### src/rtl/ddr_arb_pkg.sv
// Shared types and helpers for the DDR read-port arbiter.
// Holds the FSM encoding, default bytes-per-word constants and sizing helpers.
package ddr_arb_pkg;

  typedef enum logic [1:0] {
    ST_IDLE   = 2'd0,
    ST_ISSUE  = 2'd1,
    ST_STREAM = 2'd2
  } arb_state_e;

  function automatic int clog2(input int v);
    int r;
    r = 0;
    for (int i = 0; i < 31; i++) begin
      if ((1 << i) < v) r = i + 1;
    end
    return r;
  endfunction

  localparam int DEF_DDR_DATA_LEN = 64;
  localparam int BPW              = DEF_DDR_DATA_LEN / 8;
  localparam int BPW_LOG2         = clog2(BPW);

  // Bytes-per-word is a power of two, so ceil(bytes/BPW) reduces to add-and-shift.
  function automatic logic [31:0] words_from_bytes(input logic [31:0] bytes, input int bpw_log2);
    return (bytes + ((32'd1 << bpw_log2) - 32'd1)) >> bpw_log2;
  endfunction

endpackage

### src/rtl/rr_arbiter.sv
// Combinational round-robin pick: first requester searching upward from last_grant+1.
module rr_arbiter
  import ddr_arb_pkg::*;
#(
  parameter int N_CH = 3,
  parameter int LGW  = clog2(N_CH)
) (
  input  logic [N_CH-1:0] req,
  input  logic [LGW-1:0]  last_grant,
  output logic [N_CH-1:0] pick
);

  // Walk the search order backwards so the nearest requester is written last and wins.
  always_comb begin
    int idx;
    pick = '0;
    idx  = 0;
    for (int i = N_CH; i >= 1; i--) begin
      idx = (int'(last_grant) + i) % N_CH;
      if (req[idx]) begin
        pick      = '0;
        pick[idx] = 1'b1;
      end
    end
  end

endmodule

### src/rtl/ddr_read_arbiter.sv
// N-channel DDR read-port arbiter: latches client requests, issues one at a time, routes the FIFO stream.
// Define DDR_ARB_SPLIT_EN to break long transfers into MAX_BURST_WORDS chunks that re-arbitrate.
module ddr_read_arbiter
  import ddr_arb_pkg::*;
#(
  parameter int N_CH            = 3,
  parameter int DDR_ADDR_LEN    = 32,
  parameter int DDR_DATA_LEN    = 64,
  parameter int SINGLE_LEN      = 24,
  parameter int MAX_BURST_WORDS = 16
) (
  input  logic                         clk,
  input  logic                         rst,
  input  logic [N_CH*DDR_ADDR_LEN-1:0] cli_st_addr,
  input  logic [N_CH*SINGLE_LEN-1:0]   cli_len,
  input  logic [N_CH-1:0]              cli_conf,
  output logic [N_CH-1:0]              cli_busy,
  output logic [N_CH-1:0]              cli_fifo_empty,
  input  logic [N_CH-1:0]              cli_fifo_req,
  output logic [DDR_DATA_LEN-1:0]      cli_fifo_data,
  output logic [DDR_ADDR_LEN-1:0]      ddr_st_addr_out,
  output logic [SINGLE_LEN-1:0]        ddr_len,
  output logic                         ddr_conf,
  input  logic                         ddr_fifo_empty,
  output logic                         ddr_fifo_req,
  input  logic [DDR_DATA_LEN-1:0]      ddr_fifo_data,
  output logic [N_CH-1:0]              grant,
  output logic                         idle
);

  localparam int LGW        = clog2(N_CH);
  localparam int L_BPW_LOG2 = clog2(DDR_DATA_LEN / 8);

  if (N_CH < 2 || N_CH > 8 || DDR_DATA_LEN < 8 || (DDR_DATA_LEN & (DDR_DATA_LEN - 1)) != 0
      || MAX_BURST_WORDS < 1) begin : g_bad_cfg
    $error("ddr_read_arbiter: unsupported parameter set");
  end

`ifdef DDR_ARB_SPLIT_EN
  localparam logic [SINGLE_LEN-1:0] CHUNK_WORDS = SINGLE_LEN'(MAX_BURST_WORDS);
  localparam logic [SINGLE_LEN-1:0] CHUNK_BYTES = SINGLE_LEN'(MAX_BURST_WORDS * (DDR_DATA_LEN / 8));
`endif

  logic [N_CH-1:0][DDR_ADDR_LEN-1:0] addr_q, addr_d, addr_in;
  logic [N_CH-1:0][SINGLE_LEN-1:0]   len_q, len_d, len_in;
  logic [N_CH-1:0]                   busy_q, busy_d, pick;
  arb_state_e                        state_q, state_d;
  logic [LGW-1:0]                    last_grant_q, last_grant_d, gnt_q, gnt_d, pick_idx;
  logic [SINGLE_LEN-1:0]             cnt_q, cnt_d, words_g;

  assign addr_in        = cli_st_addr;
  assign len_in         = cli_len;
  assign cli_busy       = busy_q;
  assign cli_fifo_data  = ddr_fifo_data;
  assign idle           = (state_q == ST_IDLE) && (busy_q == '0);
  assign words_g        = SINGLE_LEN'(words_from_bytes(32'(len_q[gnt_q]), L_BPW_LOG2));

  rr_arbiter #(.N_CH(N_CH), .LGW(LGW)) u_rr (
    .req        (busy_q),
    .last_grant (last_grant_q),
    .pick       (pick)
  );

  always_comb begin
    pick_idx = '0;
    for (int c = 0; c < N_CH; c++) begin
      if (pick[c]) pick_idx = LGW'(c);
    end
  end

  always_comb begin
    state_d         = state_q;
    busy_d          = busy_q;
    addr_d          = addr_q;
    len_d           = len_q;
    last_grant_d    = last_grant_q;
    gnt_d           = gnt_q;
    cnt_d           = cnt_q;
    ddr_conf        = 1'b0;
    ddr_st_addr_out = '0;
    ddr_len         = '0;
    ddr_fifo_req    = 1'b0;
    cli_fifo_empty  = '1;
    grant           = '0;

    // A busy channel owns its latched addr/len; a strobe then is dropped.
    for (int c = 0; c < N_CH; c++) begin
      if (cli_conf[c] && !busy_q[c]) begin
        busy_d[c] = 1'b1;
        addr_d[c] = addr_in[c];
        len_d[c]  = len_in[c];
      end
    end

    case (state_q)
      ST_IDLE: begin
        if (busy_q != '0) begin
          gnt_d        = pick_idx;
          last_grant_d = pick_idx;
          state_d      = ST_ISSUE;
        end
      end
      ST_ISSUE: begin
        grant[gnt_q] = 1'b1;
        if (len_q[gnt_q] == '0) begin
          busy_d[gnt_q] = 1'b0;
          state_d       = ST_IDLE;
        end else begin
          ddr_conf        = 1'b1;
          ddr_st_addr_out = addr_q[gnt_q];
          state_d         = ST_STREAM;
`ifdef DDR_ARB_SPLIT_EN
          // Latched addr/len are advanced now; the bus copy above uses the pre-edge values.
          if (words_g > CHUNK_WORDS) begin
            ddr_len       = CHUNK_BYTES;
            cnt_d         = CHUNK_WORDS;
            addr_d[gnt_q] = addr_q[gnt_q] + DDR_ADDR_LEN'(CHUNK_BYTES);
            len_d[gnt_q]  = len_q[gnt_q] - CHUNK_BYTES;
          end else begin
            ddr_len      = len_q[gnt_q];
            cnt_d        = words_g;
            len_d[gnt_q] = '0;
          end
`else
          ddr_len = len_q[gnt_q];
          cnt_d   = words_g;
`endif
        end
      end
      ST_STREAM: begin
        grant[gnt_q]          = 1'b1;
        cli_fifo_empty[gnt_q] = ddr_fifo_empty;
        ddr_fifo_req          = cli_fifo_req[gnt_q] & ~ddr_fifo_empty;
        if (ddr_fifo_req) begin
          cnt_d = cnt_q - SINGLE_LEN'(1);
          if (cnt_q == SINGLE_LEN'(1)) begin
            state_d = ST_IDLE;
`ifdef DDR_ARB_SPLIT_EN
            if (len_q[gnt_q] == '0) busy_d[gnt_q] = 1'b0;
`else
            busy_d[gnt_q] = 1'b0;
`endif
          end
        end
      end
      default: state_d = ST_IDLE;
    endcase
  end

  always_ff @(posedge clk) begin
    if (rst) begin
      state_q      <= ST_IDLE;
      busy_q       <= '0;
      addr_q       <= '0;
      len_q        <= '0;
      last_grant_q <= LGW'(N_CH - 1);
      gnt_q        <= '0;
      cnt_q        <= '0;
    end else begin
      state_q      <= state_d;
      busy_q       <= busy_d;
      addr_q       <= addr_d;
      len_q        <= len_d;
      last_grant_q <= last_grant_d;
      gnt_q        <= gnt_d;
      cnt_q        <= cnt_d;
    end
  end

endmodule

### config.mk
export PLATFORM = sky130hd
export DESIGN_NAME = ddr_read_arbiter
export DESIGN_NICKNAME = d
export VERILOG_FILES = /design/src/rtl/ddr_arb_pkg.sv /design/src/rtl/rr_arbiter.sv /design/src/rtl/ddr_read_arbiter.sv
export SDC_FILE = /design/constraint.sdc
export NUM_CORES = 1
export LEC_CHECK = 0
export BUFFER_PORTS_ARGS = -buffer_cell sky130_fd_sc_hd__buf_4
export CORE_UTILIZATION = 40
export DETAILED_ROUTE_END_ITERATION = 12
export PLACE_DENSITY = 0.78
export RECOVER_POWER = 50
export SYNTH_ARGS = -nofsm -noshare
export SYNTH_HDL_FRONTEND = slang
export SYNTH_SLANG_ARGS = --single-unit
### constraint.sdc
create_clock -name clk -period 3.7 [get_ports clk]
set_clock_uncertainty 0.1 [all_clocks]
set_input_delay 0.37 -clock clk [delete_from_list [all_inputs] [get_ports clk]]
set_output_delay 0.37 -clock clk [all_outputs]
set_load 0.03 [all_outputs]
# --- Word-level counts from Yosys, hierarchy flattened ---
# Index checks and enable logic that the tools add are counted.
op_classes:
  add_sub_neg: 5
  reduce_logical: 20
  mux: 52
  eq_ne: 7
  n_lt_le_gt_ge: 8
  bitwise_logic: 5
  div: 3
op_table:
  columns: ["op", "n"]
  rows:
  - ["2-to-1 mux 24 bit", 5]
  - [">= comparator 32 x 1 -> 1 bit (second input constant)", 3]
  - ["< comparator 32 x 4 -> 1 bit (second input constant)", 3]
  - ["modulo 32 x 3 -> 32 bit (second input constant)", 3]
  - ["2-to-1 mux 32 bit", 3]
  - ["binary-select mux 32 bit (select 2 bit)", 1]
  - ["binary-select mux 24 bit (select 2 bit)", 1]
  - ["case mux 24 bit (2 select lines)", 1]
  - ["adder 24 x 3 -> 25 bit (second input constant)", 1]
  - ["== test 24 x 1 -> 1 bit (second input constant)", 1]
  - ["zero test 24 bit", 1]
  - ["2-to-1 mux 3 bit", 8]
  - ["subtractor 24 x 1 -> 24 bit (second input constant)", 1]
  - ["2-to-1 mux 1 bit", 18]
  - ["2-to-1 mux 2 bit", 5]
  - ["binary-select mux 1 bit (select 2 bit)", 4]
  - ["demux 1 bit (select 2 bit)", 4]
  - ["logical AND 1 bit", 8]
  - ["adder 2 x 2 -> 3 bit (second input constant)", 2]
  - ["inequality test 2 bit (second input constant)", 3]
  - ["case mux 2 bit (3 select lines)", 1]
  - ["case mux 3 bit (2 select lines)", 1]
  - ["AND reduction 3 bit", 2]
  - ["adder 2 x 1 -> 3 bit (second input constant)", 1]
  - ["17 further kinds", 19]
totals:
  in_bits: 241
  regBits: 201
  elab_cells: 111

# --- Depth between registers and ports, before layout ---
depth:
  depth_word: 11
  ltp_mapped: 14
  ltp_nobuf: 9

# --- By module ---
# Synthesis repeated with hierarchy kept, for this count alone.
hier_totals:
  cells_unflattened: 1413
  hier_area_um2: 10523.8
modules_own_cells:
  columns: ["module", "cells_per_inst", "area_per_inst_um2", "seq_area_each_um2", "n_inst"]
  rows:
  - ["ddr_read_arbiter", 1379, 10258.6, 4003.8, 1]
  - ["rr_arbiter", 34, 265.3, 0.0, 1]

# --- Least setup slack after synthesis ---
# OpenSTA, ideal clock, no wires.
synth_timing:
  kind: "register to register"
  start: "register last_grant_q[0]"
  end: "register gnt_q[1]"
  setup_ns: 0.070
  required_ns: 3.530
  slack_ns: 0.798
  arrival_time_ns: 2.731
  synth_period_minus_slack_ns: 2.902
  path_stages_with_launch: 15
  cell_sequence: "dfxtp_1 -> buf_2 -> buf_2 -> buf_4 -> clkbuf_1 -> clkbuf_1 -> inv_1 -> ha_1 -> nand2b_1 -> o21ai_0 -> a21oi_1 -> o22ai_1 -> mux2i_1 -> or2_2 -> a21oi_1"
synth_via:
  elab_chain_len: 10
  word_cells_on_any_way: 34
  cone_classes: "add/sub (3); div (3); order compare (6); mux (19); reduce/logical (3)"
synth_rtl:
  columns: ["item", "line", "rtl"]
  rows:
  - ["start, declared", "ddr_read_arbiter.sv:48", "logic [LGW-1:0] last_grant_q, last_grant_d, gnt_q, gnt_d, pick_idx;"]
  - ["start signal, assigned", "ddr_read_arbiter.sv:156", "last_grant_q <= LGW'(N_CH - 1);"]
  - ["start signal, assigned", "ddr_read_arbiter.sv:164", "last_grant_q <= last_grant_d;"]
  - ["adder 2 x 2 -> 3 bit", "rr_arbiter.sv:19", "idx = (int'(last_grant) + i) % N_CH;"]
  - ["modulo 32 x 3 -> 32 bit", "rr_arbiter.sv:19", null]
  - [">= comparator 32 x 1 -> 1 bit (not written as such) / < comparator 32 x 4 -> 1 bit (equally long branches)", "rr_arbiter.sv:22", "pick[idx] = 1'b1;"]
  - ["logical AND 1 bit (not written as such)", "rr_arbiter.sv:22", null]
  - ["2-to-1 mux 1 bit (not written as such)", "rr_arbiter.sv:22", null]
  - ["demux 1 bit (select 2 bit)", null, null]
  - ["2-to-1 mux 3 bit (2 in series)", "rr_arbiter.sv:20", "if (req[idx]) begin"]
  - ["2-to-1 mux 3 bit (*)", "rr_arbiter.sv:20", null]
  - ["2-to-1 mux 2 bit (*)", "ddr_read_arbiter.sv:67", "if (pick[c]) pick_idx = LGW'(c);"]
  - ["end signal, assigned", "ddr_read_arbiter.sv:165", "gnt_q <= gnt_d;"]
  - ["end, declared", "ddr_read_arbiter.sv:48", null]
# Mark *: on every way between the ends. The rest lies on a longest branch, timed or not. The select of a mux whose other input is x is not followed.
# A chain may end at the register's enable or synchronous reset.

# --- Worst setup path in the final report ---
layout_timing:
  start: "register gnt_q[1]"
  end: "output ddr_st_addr_out[16]"
layout_via:
  elab_chain_len: 5
  word_cells_on_any_way: 7
  cone_classes: "mux (6); reduce/logical (1)"
layout_rtl:
  columns: ["item", "line", "rtl"]
  rows:
  - ["binary-select mux 24 bit (select 2 bit)", "ddr_read_arbiter.sv:105", "if (len_q[gnt_q] == '0) begin"]
  - ["2-to-1 mux 24 bit (not written as such)", "ddr_read_arbiter.sv:105", null]
  - ["zero test 24 bit", "ddr_read_arbiter.sv:105", null]
  - ["2-to-1 mux 32 bit (*)", "ddr_read_arbiter.sv:105", null]
  - ["2-to-1 mux 32 bit (*)", "ddr_read_arbiter.sv:95", "case (state_q)"]
  - ["end, declared", "ddr_read_arbiter.sv:21", "output logic [DDR_ADDR_LEN-1:0] ddr_st_addr_out,"]
# Marks and branches as above.

==> run metrics <==
status=finished with violations; violated checks=max-capacitance violations, max-slew violations; crit-path max cell delay=0.40 ns; Filler Cell Count=2548; WHS=0.0629 ns; most numerous cell in the Yosys netlist=nand2_1; Post-Synthesis Net Count=1663; ordered list of cells on the worst path=buf_12, mux2i_1, o22ai_1, buf_4, nor4_2, nand4_2, o21ai_4, buf_4, buf_12, nor2_1, buf_4; Worst Setup End Kind=primary output; achievable frequency=282 MHz; die area=27000 sq um; H-Tree Depth=4; Clock transition at path regs=0.09 ns; CP max-delay cell=dfxtp_4; CP top delay family=buffers and inverters; Yosys top cell area share=38.0%; Placed Instances=1852; Hold Startpoint=cli_st_addr[20]; share of layout cells above drive strength 1=22.3%; residual DRC count=0; initial antenna violation count=2; WL per Instance=18.3 microns; post-DR vias/cell=5.55; Final TNS setup=0 ns; most used cell, CP=buf_4; relative slew slack=-24.1%; worst reg2reg path depth=11; Synth Cell Area=10500 sq um; worst vdd ir=0.000426 V; Psw=3630 uW; leakage power=0.00506 uW; TritonCTS Sinks=200; startpoint type of the worst setup path=flop; Tot GR Track Use=25.4%; Final WS setup=0.150 ns; Worst-Skew Late Latency=0.44 ns; Hold EP=addr_q[20]; Hold WC Path Type=input port to flop; CTS buffer count=17; largest family of logic cells by synthesized area=simple AND/OR/NAND/NOR gates; Buf/Inv on CP=5; Placed Area=12100 sq um; FFs w/ async S/R, synth=0%; clock power share=23.4%; Die Wd=164 microns; cts repair resizes=0; Synth area leaders=dfxtp_1, nand2_1, a21oi_1; Congestion Overflow GR=0; simple-gate share of the synthesized area=25.8%; CTS root buf=clkbuf_16; Synth cell types=72; number of antenna-violating nets in the routed design=0; max-cap viol count=1; Reg-to-Reg End=gnt_q[1]; adder-cell share of the synthesized area=1.07%; XOR/XNOR Fraction of Synth Area=0.665%; Main synth FF type=dfxtp_1; drt total wl=34500 microns; CTS tree=yes; WHS Path Cells=3; vias in the first global route=9824; Synth Area in Compound Gates=18.8%; Ys Warns=0; fin nets=1792; critical path class=flop to primary output; cell taking the most area after synthesis=dfxtp_1; area growth from synthesis to layout=21.3%; Clock Tree Buf Depth=2; Starting Density=40.6%; synthesis-stage register bit count=200; power per standard cell area=647 nW/um^2; via count=10500; flop2flop setup slack=0.53 ns; I/O pin count=373; Worst Tran Pin Value=1.86 ns; worst flop-to-flop path startpoint=last_grant_q[0]; register area share after synthesis=38.0%; Rows=59; Finished Layout Cells=1891; synthesized area per cell=7.45 sq um; Synth top cells by count=nand2_1, a21oi_1, dfxtp_1, nor2_1, buf_4; Slew Viols, Final=42; arrival time at the worst endpoint=3.08 ns; GPL Wtd Cong=0.922; hpwl dp=24400 microns; Tmin final=3.55 ns; Final Instance Area=12800 sq um; Seq pwr share=32.9%; Gate power share=43.6%; period utilization=95.9%; first-pass GRT wire length=52900 microns; Final Hold Fails=0; CP Data Required Time=3.23 ns; CP max FO=33; Initial DRC Count=993; dpl ws=0.434 ns; largest net degree at the start of global routing=106; switching share of power=43.9%; number of synthesized flops with an enable pin=0; Int Pwr=4640 uW; Gate Count Post-Synth=1413; Die Height=164 microns; area of the core=25900 sq um; mux contribution to synthesized area=6.01%; final setup fails=0; PortBufs=244; RSZ-0062 raised after global routing=false; router iterations before antenna repair=7
-- per-stage QoR --
step | utilization (%) | power [uW]
floorplan | - | 5250
global placement | 46.7 | 6190
detailed placement | 46.7 | 6260
CTS | 49.2 | 8220
global route | 49.3 | 8700
finish | 49.3 | 8270
-- cell usage in the layout (no fill, tap or decap), types with 5 or more instances in the layout --
cell type and instances:
a21oi_1 220, nand3_1 16, nor2_1 94, a31oi_1 8, ha_1 9, buf_4 266
o21ai_0 14, a32o_1 6, nor3_2 5, inv_1 16, clkbuf_16 17, o22ai_1 18
o22ai_2 10, clkinv_8 7, or3_1 5, nand2b_1 7, nand2_1 401, dfxtp_1 198
mux2i_1 61, nor3_1 18, o31ai_1 6, nor4_1 8, and2_1 25, xnor2_1 8
o2bb2ai_1 5
-- cell families (layout without fill, tap and decap cells) --
group | Yosys count | in the layout
mux | 62 | 62
other cells | 0 | 1
compound gates | 328 | 328
fa+ha+maj | 9 | 9
buf+inv | 183 | 325
xor+xnor | 8 | 8
simple gates | 623 | 623
flops | 200 | 200
-- power groups by stage --
stage | clock network, uW | logic, uW | registers [uW]
finish | 1940 | 3610 | 2720
global route | 2040 | 3900 | 2760
CTS | 1960 | 3520 | 2740
detailed placement | 0 | 3460 | 2800
global placement | 0 | 3390 | 2800
floorplan | 0 | 2590 | 2670
-- worst min-delay path: cells and delay by family --
kind / cells / cell delay, ns
buf+inv: 1 / 0.11
simple gates: 1 / 0.04
compound gates: 1 / 0.05
-- metal layers --
layer	track usage [%]	part of all wire [%]	vias to the layer above	routed length, microns
met2	41.6	47	540	16200
met3	6.39	9.5	80	3260
met5	0	0.049	-	17
li1	-	-	4980	-
met1	31.8	40	4888	14000
met4	9.97	3.0	2	1030
-- state kept, by name, summed over array words and instances (netlist names) --
| signal | cells |
|---|---|
| last_grant_q | 2 |
| cnt_q | 24 |
| len_q | 72 |
| gnt_q | 1 |
| addr_q | 96 |
| state_q | 2 |
| cli_busy | 3 |
-- cell type report --
class	count	area (sq um)	area share (%)
Multi-Input combinational cell	1030	5560	43.5
Sequential cell	200	4010	31.4
Timing Repair Buffer	275	2100	16.4
Clock buffer	17	425	3.33
Tap cell	335	419	3.28
Clock inverter	15	196	1.54
Inverter	18	67.6	0.529
Antenna cell	1	2.50	0.0196
-- timing repair --
item / in CTS / in global routing
hold buffers: 0 / 0
setup endpoints to repair: 9 / 13
buffers inserted: 3 / 3
gates cloned: 0 / 0
pin swaps: 0 / 1
hold endpoints to repair: 0 / 0
-- worst max path at each step --
stage / startpoint / to / slack (ns) / depth (start not counted)
floorplan: last_grant_q[0] / gnt_q[1] / 0.80 / 14
global placement: gnt_q[1] / ddr_len[17] / 0.56 / 9
detailed placement: gnt_q[1] / ddr_len[16] / 0.43 / 9
CTS: last_grant_q[0] / ddr_len[16] / 0.10 / 7
global route: gnt_q[1] / ddr_st_addr_out[17] / 0.05 / 10
finish: gnt_q[1] / ddr_st_addr_out[16] / 0.15 / 11
Note: power is estimated with default switching activity, not from simulation.
